===== config.mk =====
export PLATFORM = sky130hd
export DESIGN_NAME = pc_update_unit_flat
export DESIGN_NICKNAME = d
export VERILOG_FILES = /design/src/rtl/pc_update_unit_if.sv /design/src/rtl/pc_update_unit.sv /design/src/flat_wrapper.sv
export SDC_FILE = /design/constraint.sdc
export NUM_CORES = 1
export LEC_CHECK = 0
export ABC_CLOCK_PERIOD_IN_PS = 1900
export CORE_UTILIZATION = 40
export CTS_BUF_LIST = sky130_fd_sc_hd__clkbuf_8 sky130_fd_sc_hd__clkbuf_16
export CTS_CLUSTER_DIAMETER = 100
export CTS_CLUSTER_SIZE = 24
export DETAILED_ROUTE_END_ITERATION = 8
export DONT_BUFFER_PORTS = 1
export PLACE_DENSITY_LB_ADDON = 0.2
export SYNTH_ARGS = -nofsm -noshare
export SYNTH_HDL_FRONTEND = slang
export SYNTH_SLANG_ARGS = --single-unit

===== constraint.sdc =====
create_clock -name clk -period 1.9 [get_ports clk]
set_input_delay 0.19 -clock clk [delete_from_list [all_inputs] [get_ports clk]]
set_output_delay 0.19 -clock clk [all_outputs]
set_load 0.005 [all_outputs]

===== src/rtl/pc_update_unit_if.sv =====
// ----------------------------------------------------------------------------
// Module : pc_update_if
// Brief  : Control/datapath bundle between the CPU controller and the PC unit.
// Rev    : 1.0
// ----------------------------------------------------------------------------
`default_nettype none

interface pc_update_if;
  logic        pc_write;
  logic        pc_write_cond;
  logic [1:0]  branch_op;
  logic        zero;
  logic        gt;
  logic [2:0]  pc_source;
  logic [31:0] alu_result;
  logic [31:0] alu_out;
  logic [31:0] jump_target;
  logic [31:0] mem_data;
  logic        vec_valid;
  logic        epc_write;
  logic [31:0] pc_out;
  logic [31:0] epc_out;
  logic        misaligned_exc;
  logic        exc_busy;

  modport master (
    output pc_write, pc_write_cond, branch_op, zero, gt, pc_source,
           alu_result, alu_out, jump_target, mem_data, vec_valid, epc_write,
    input  pc_out, epc_out, misaligned_exc, exc_busy
  );

  modport slave (
    input  pc_write, pc_write_cond, branch_op, zero, gt, pc_source,
           alu_result, alu_out, jump_target, mem_data, vec_valid, epc_write,
    output pc_out, epc_out, misaligned_exc, exc_busy
  );
endinterface

`default_nettype wire


===== src/rtl/pc_update_unit.sv =====
// ----------------------------------------------------------------------------
// Module : pc_update_unit
// Brief  : PC/EPC registers with branch resolution and misaligned-target trap.
// Rev    : 1.0
// ----------------------------------------------------------------------------
`default_nettype none

module pc_update_unit #(
  parameter logic [31:0] RESET_PC  = 32'h0000_0000,
  parameter int          VEC_WIDTH = 8
) (
  input  logic        clk,
  input  logic        reset,
  pc_update_if.slave  bus
);

  localparam logic [0:0] ST_RUN      = 1'b0;
  localparam logic [0:0] ST_EXC_WAIT = 1'b1;

  logic [0:0]  r_state;
  logic [31:0] r_pc;
  logic [31:0] r_epc;
  logic        r_misaligned;

  logic        w_cond;
  logic        w_src_ok;
  logic [31:0] w_target;
  logic        w_take;
  logic        w_misaligned;
  logic [31:0] w_vector;

  always_comb begin
    w_cond = 1'b0;
    case (bus.branch_op)
      2'b00:   w_cond = bus.zero;
      2'b01:   w_cond = ~bus.zero;
      2'b10:   w_cond = ~bus.gt;
      default: w_cond = bus.gt;
    endcase
  end

  // Reserved source codes yield no valid target, which suppresses the write.
  always_comb begin
    w_target = r_pc;
    w_src_ok = 1'b1;
    case (bus.pc_source)
      3'd0:    w_target = bus.alu_result;
      3'd1:    w_target = bus.alu_out;
      3'd2:    w_target = bus.jump_target;
      3'd3:    w_target = r_epc;
      default: w_src_ok = 1'b0;
    endcase
  end

  assign w_take       = (bus.pc_write | (bus.pc_write_cond & w_cond)) & w_src_ok;
  assign w_misaligned = w_take & (w_target[1:0] != 2'b00);
  assign w_vector     = 32'(bus.mem_data[VEC_WIDTH-1:0]);

  always_ff @(posedge clk or posedge reset) begin
    if (reset) begin
      r_state      <= ST_RUN;
      r_pc         <= RESET_PC;
      r_epc        <= 32'h0000_0000;
      r_misaligned <= 1'b0;
    end else begin
      r_misaligned <= 1'b0;
      case (r_state)
        ST_RUN: begin
          if (w_misaligned) begin
            r_epc        <= r_pc;
            r_misaligned <= 1'b1;
            r_state      <= ST_EXC_WAIT;
          end else begin
            if (w_take)
              r_pc <= w_target;
            if (bus.epc_write)
              r_epc <= bus.alu_result;
          end
        end
        default: begin
          if (bus.vec_valid) begin
            r_pc    <= w_vector;
            r_state <= ST_RUN;
          end
        end
      endcase
    end
  end

  assign bus.pc_out         = r_pc;
  assign bus.epc_out        = r_epc;
  assign bus.misaligned_exc = r_misaligned;
  assign bus.exc_busy       = (r_state == ST_EXC_WAIT);

endmodule

`default_nettype wire


===== src/flat_wrapper.sv =====
// flat-port wrapper written by rule: the top's interface ports become plain ports
module pc_update_unit_flat 
#(
  parameter logic [31:0] RESET_PC  = 32'h0000_0000,
  parameter int          VEC_WIDTH = 8
)
  (clk, reset, bus_pc_write, bus_pc_write_cond, bus_branch_op, bus_zero, bus_gt, bus_pc_source, bus_alu_result, bus_alu_out, bus_jump_target, bus_mem_data, bus_vec_valid, bus_epc_write, bus_pc_out, bus_epc_out, bus_misaligned_exc, bus_exc_busy);
  pc_update_if bus_i ();
  input  logic clk;
  input  logic reset;
  input wire logic [$bits(bus_i.pc_write)-1:0] bus_pc_write;
  input wire logic [$bits(bus_i.pc_write_cond)-1:0] bus_pc_write_cond;
  input wire logic [$bits(bus_i.branch_op)-1:0] bus_branch_op;
  input wire logic [$bits(bus_i.zero)-1:0] bus_zero;
  input wire logic [$bits(bus_i.gt)-1:0] bus_gt;
  input wire logic [$bits(bus_i.pc_source)-1:0] bus_pc_source;
  input wire logic [$bits(bus_i.alu_result)-1:0] bus_alu_result;
  input wire logic [$bits(bus_i.alu_out)-1:0] bus_alu_out;
  input wire logic [$bits(bus_i.jump_target)-1:0] bus_jump_target;
  input wire logic [$bits(bus_i.mem_data)-1:0] bus_mem_data;
  input wire logic [$bits(bus_i.vec_valid)-1:0] bus_vec_valid;
  input wire logic [$bits(bus_i.epc_write)-1:0] bus_epc_write;
  output wire logic [$bits(bus_i.pc_out)-1:0] bus_pc_out;
  output wire logic [$bits(bus_i.epc_out)-1:0] bus_epc_out;
  output wire logic [$bits(bus_i.misaligned_exc)-1:0] bus_misaligned_exc;
  output wire logic [$bits(bus_i.exc_busy)-1:0] bus_exc_busy;
  assign bus_i.pc_write = bus_pc_write;
  assign bus_i.pc_write_cond = bus_pc_write_cond;
  assign bus_i.branch_op = bus_branch_op;
  assign bus_i.zero = bus_zero;
  assign bus_i.gt = bus_gt;
  assign bus_i.pc_source = bus_pc_source;
  assign bus_i.alu_result = bus_alu_result;
  assign bus_i.alu_out = bus_alu_out;
  assign bus_i.jump_target = bus_jump_target;
  assign bus_i.mem_data = bus_mem_data;
  assign bus_i.vec_valid = bus_vec_valid;
  assign bus_i.epc_write = bus_epc_write;
  assign bus_pc_out = bus_i.pc_out;
  assign bus_epc_out = bus_i.epc_out;
  assign bus_misaligned_exc = bus_i.misaligned_exc;
  assign bus_exc_busy = bus_i.exc_busy;
  pc_update_unit #(.RESET_PC(RESET_PC), .VEC_WIDTH(VEC_WIDTH)) u_core (.clk(clk), .reset(reset), .bus(bus_i));
endmodule

==> results_dict.tcl <==
set metrics [dict create \
    die_w_um 100 \
    endpoint "u_core.bus.pc_out[6]$_DFFE_PP0P_" \
    maxSlewViolCount 0 \
    critPathArrivalTime_ns 2.13 \
    gp_congestion 0.754 \
    final_cell_mix "86 x nand2_1, 66 x dfrtp_1, 38 x a221o_1, 33 x a21oi_1, 32 x dlygate4sd3_1" \
    max_stage_delay_ns 0.48 \
    reg2reg_from "u_core.bus.epc_out[1]$_DFFE_PP0P_" \
    powerDensity_nw_per_um2 1050 \
    wl_met1_um 4830 \
    relSlewSlack_pct 64.2 \
    worstMarginPinSlew_ns 0.536 \
    maxUsedRoutingLayer "met4" \
    reg2reg_depth 4 \
    routed_wl_um 11600 \
    total_power_w 0.00501 \
    ys_warn_count 0 \
    rsz0062_at_grt "yes" \
    synth-seq-area-share_pct 42.8 \
    outcome "finished, violations left" \
    firstDrtPassIters 4 \
    place_area_um2 4150 \
    postLayoutSetupSlackWorst_ns -0.0227 \
    fin_skew_ns 0.0149 \
    insertion_delay_ns 0.34 \
    setup_violations 6 \
    r2r_slack_ns -0.02 \
    path_max_fanout 6 \
    total_leakage_power_nw 2.15 \
    io_pins 207 \
    hold_violations 0 \
    synth_cell_types 27 \
    vias 3199 \
    final_area_um2 4750 \
    final_nets 533 \
    syn_to_final_growth_pct 22.9 \
    die-area_um2 10000 \
    drtIter0Drc 111 \
    route.met2.wl_um 5880 \
    drtAntennaViolNets 0 \
    min_period_ns 1.92 \
    cts_tree "built" \
    htree_levels 3 \
    syn_inst 349 \
    numCtsBuffers 9 \
    cts.sinks 66 \
    end_kind "flop" \
    grt.overflow.total 0 \
    hpwl_um 7930 \
    ys_ff_latch 66 \
    criticalPathCategory "flop to flop" \
    vias_per_cell 6.08 \
    worstPathCellList "mux4_2 > a31o_4 > o31a_1 > a221o_1" \
    cts_buffer_depth 2 \
    maxCapViolCount 0 \
    core_um2 9280 \
    grt_max_degree 34 \
    antenna_found_initial 0 \
    drc 0 \
    dp_cells 475 \
    netlist_area_um2 3860 \
    start_kind "flop" \
    final_common_cell "nand2_1" \
    track_usage_pct 23.3 \
    portBuffers 0 \
    row_count 35 \
    crit_slowest_cell "mux4_2" \
    startpoint "u_core.bus.epc_out[1]$_DFFE_PP0P_" \
    fmax_mhz 520 \
    routed-wl-met3_um 671 \
    clk_pin_slew_ns 0.08 \
    die_h_um 100 \
    drive_gt1_share_pct 22.4 \
    grt_pass1_wl_um 17700 \
    cp.required_ns 2.11 \
    start_util_pct 41.6 \
    diodes 0 \
    fin_tns_setup_ns -0.0431 \
    r2r_end "u_core.bus.pc_out[6]$_DFFE_PP0P_" \
    fin_cells 526 \
    hp-class "input port to flop" \
    cts_root_buffer "clkbuf_8" \
    synth.net_count 490 \
    place_ws_ns -0.0471 \
    wl_per_cell_um 22.1 \
    synth.avg_cell_area_um2 11.1 \
    period_share_pct 101 \
    grt_pass1_vias 3325 \
    violations "setup timing" \
    ir_drop_mv 0.391 \
]
-- cells in the mapped netlist (all sizes together) --
library cell	instances	area, µm²
or3	1	6.26
nor2b	2	12.5
dfrtp	66	1650
nand3	1	5.00
and2	2	12.5
inv	2	7.51
nor3	2	10.0
a31oi	1	12.5
nand2b	4	25.0
mux2i	26	260
mux4	31	698
mux2	1	11.3
nand2	86	323
and3	6	37.5
nor3b	1	7.51
buf	15	87.6
nor2	2	7.51
o21ai	3	15.0
nand3b	2	15.0
o31a	1	8.76
a21oi	34	174
a21o	1	7.51
a221o	38	380
a31o	1	8.76
clkbuf	20	75.1
-- per-layer routing --
layer / track usage [%] / up-vias
li1: - / 1400
met1: 29.2 / 1635
met2: 40.0 / 146
met3: 4.18 / 18
met4: 9.25 / 0
met5: 0 / -
-- logic make-up after synthesis --
family,count (synthesis),share of synthesized area [%]
multiplexers,58,25.1
flip-flops,66,42.8
buffers and inverters,37,4.41
AO/OA/AOI/OAI,79,15.7
AND/OR/NAND/NOR,109,12.0
-- timing repair --
action / in CTS / in global routing
buffers inserted: 2 / 0
hold endpoints to repair: 49 / 4
cloned: 1 / 0
hold buffers: 28 / 4
endpoints found under the setup margin: 36 / 39
gates resized for setup: 7 / 4
pin swaps: 15 / 6
-- final cells by class --
class | instances | area, µm²
timing repair buffer | 67 | 651
sequential | 66 | 1650
inverter | 2 | 7.51
multi-input combinational | 246 | 2070
clock buffer | 11 | 151
fill | 855 | 4540
tap | 129 | 161
clock inverter | 5 | 53.8
-- sequential cells by signal, indices dropped and copies added, names as in the netlist --
signal,count
u_core.bus.exc_busy,1
u_core.bus.misaligned_exc,1
u_core.bus.pc_out,32
u_core.bus.epc_out,32
-- power by group --
part,internal (W),switching [W],leakage (nW)
Combinational,0.000808,0.000743,1.18
Clock,0.000671,0.000554,0.103
Sequential,0.00180,0.000430,0.864
-- how the worst min path moves through the flow --
stage	from	end	slack [ns]	depth (start not counted)
6_report	bus_alu_result[31]	u_core.bus.epc_out[31]$_DFFE_PP0P_	0.02	1
4_1_cts	bus_alu_result[31]	u_core.bus.epc_out[31]$_DFFE_PP0P_	0.0008	1
3_3_place_gp	reset	u_core.bus.epc_out[21]$_DFFE_PP0P_	0.15	1
2_1_floorplan	bus_mem_data[0]	u_core.bus.pc_out[0]$_DFFE_PP0P_	0.32	2
3_5_place_dp	reset	u_core.bus.epc_out[20]$_DFFE_PP0P_	0.15	1
5_1_grt	bus_alu_result[22]	u_core.bus.epc_out[22]$_DFFE_PP0P_	0.002	1
-- worst max-delay path: cells and delay by family (launching register included) --
kind	cells	cell delay [ns]
flops	1	0.37
mux	1	0.48
compound gates	3	0.95
-- stage by stage --
stage,util [%],hold slack (ns)
finish,51.1,0.0172
global route,51.1,0.00222
CTS,50.6,0.000775
detailed placement,44.6,0.152
global placement,44.6,0.148
floorplan,-,0.321
Power figures use the tool's default switching activity.
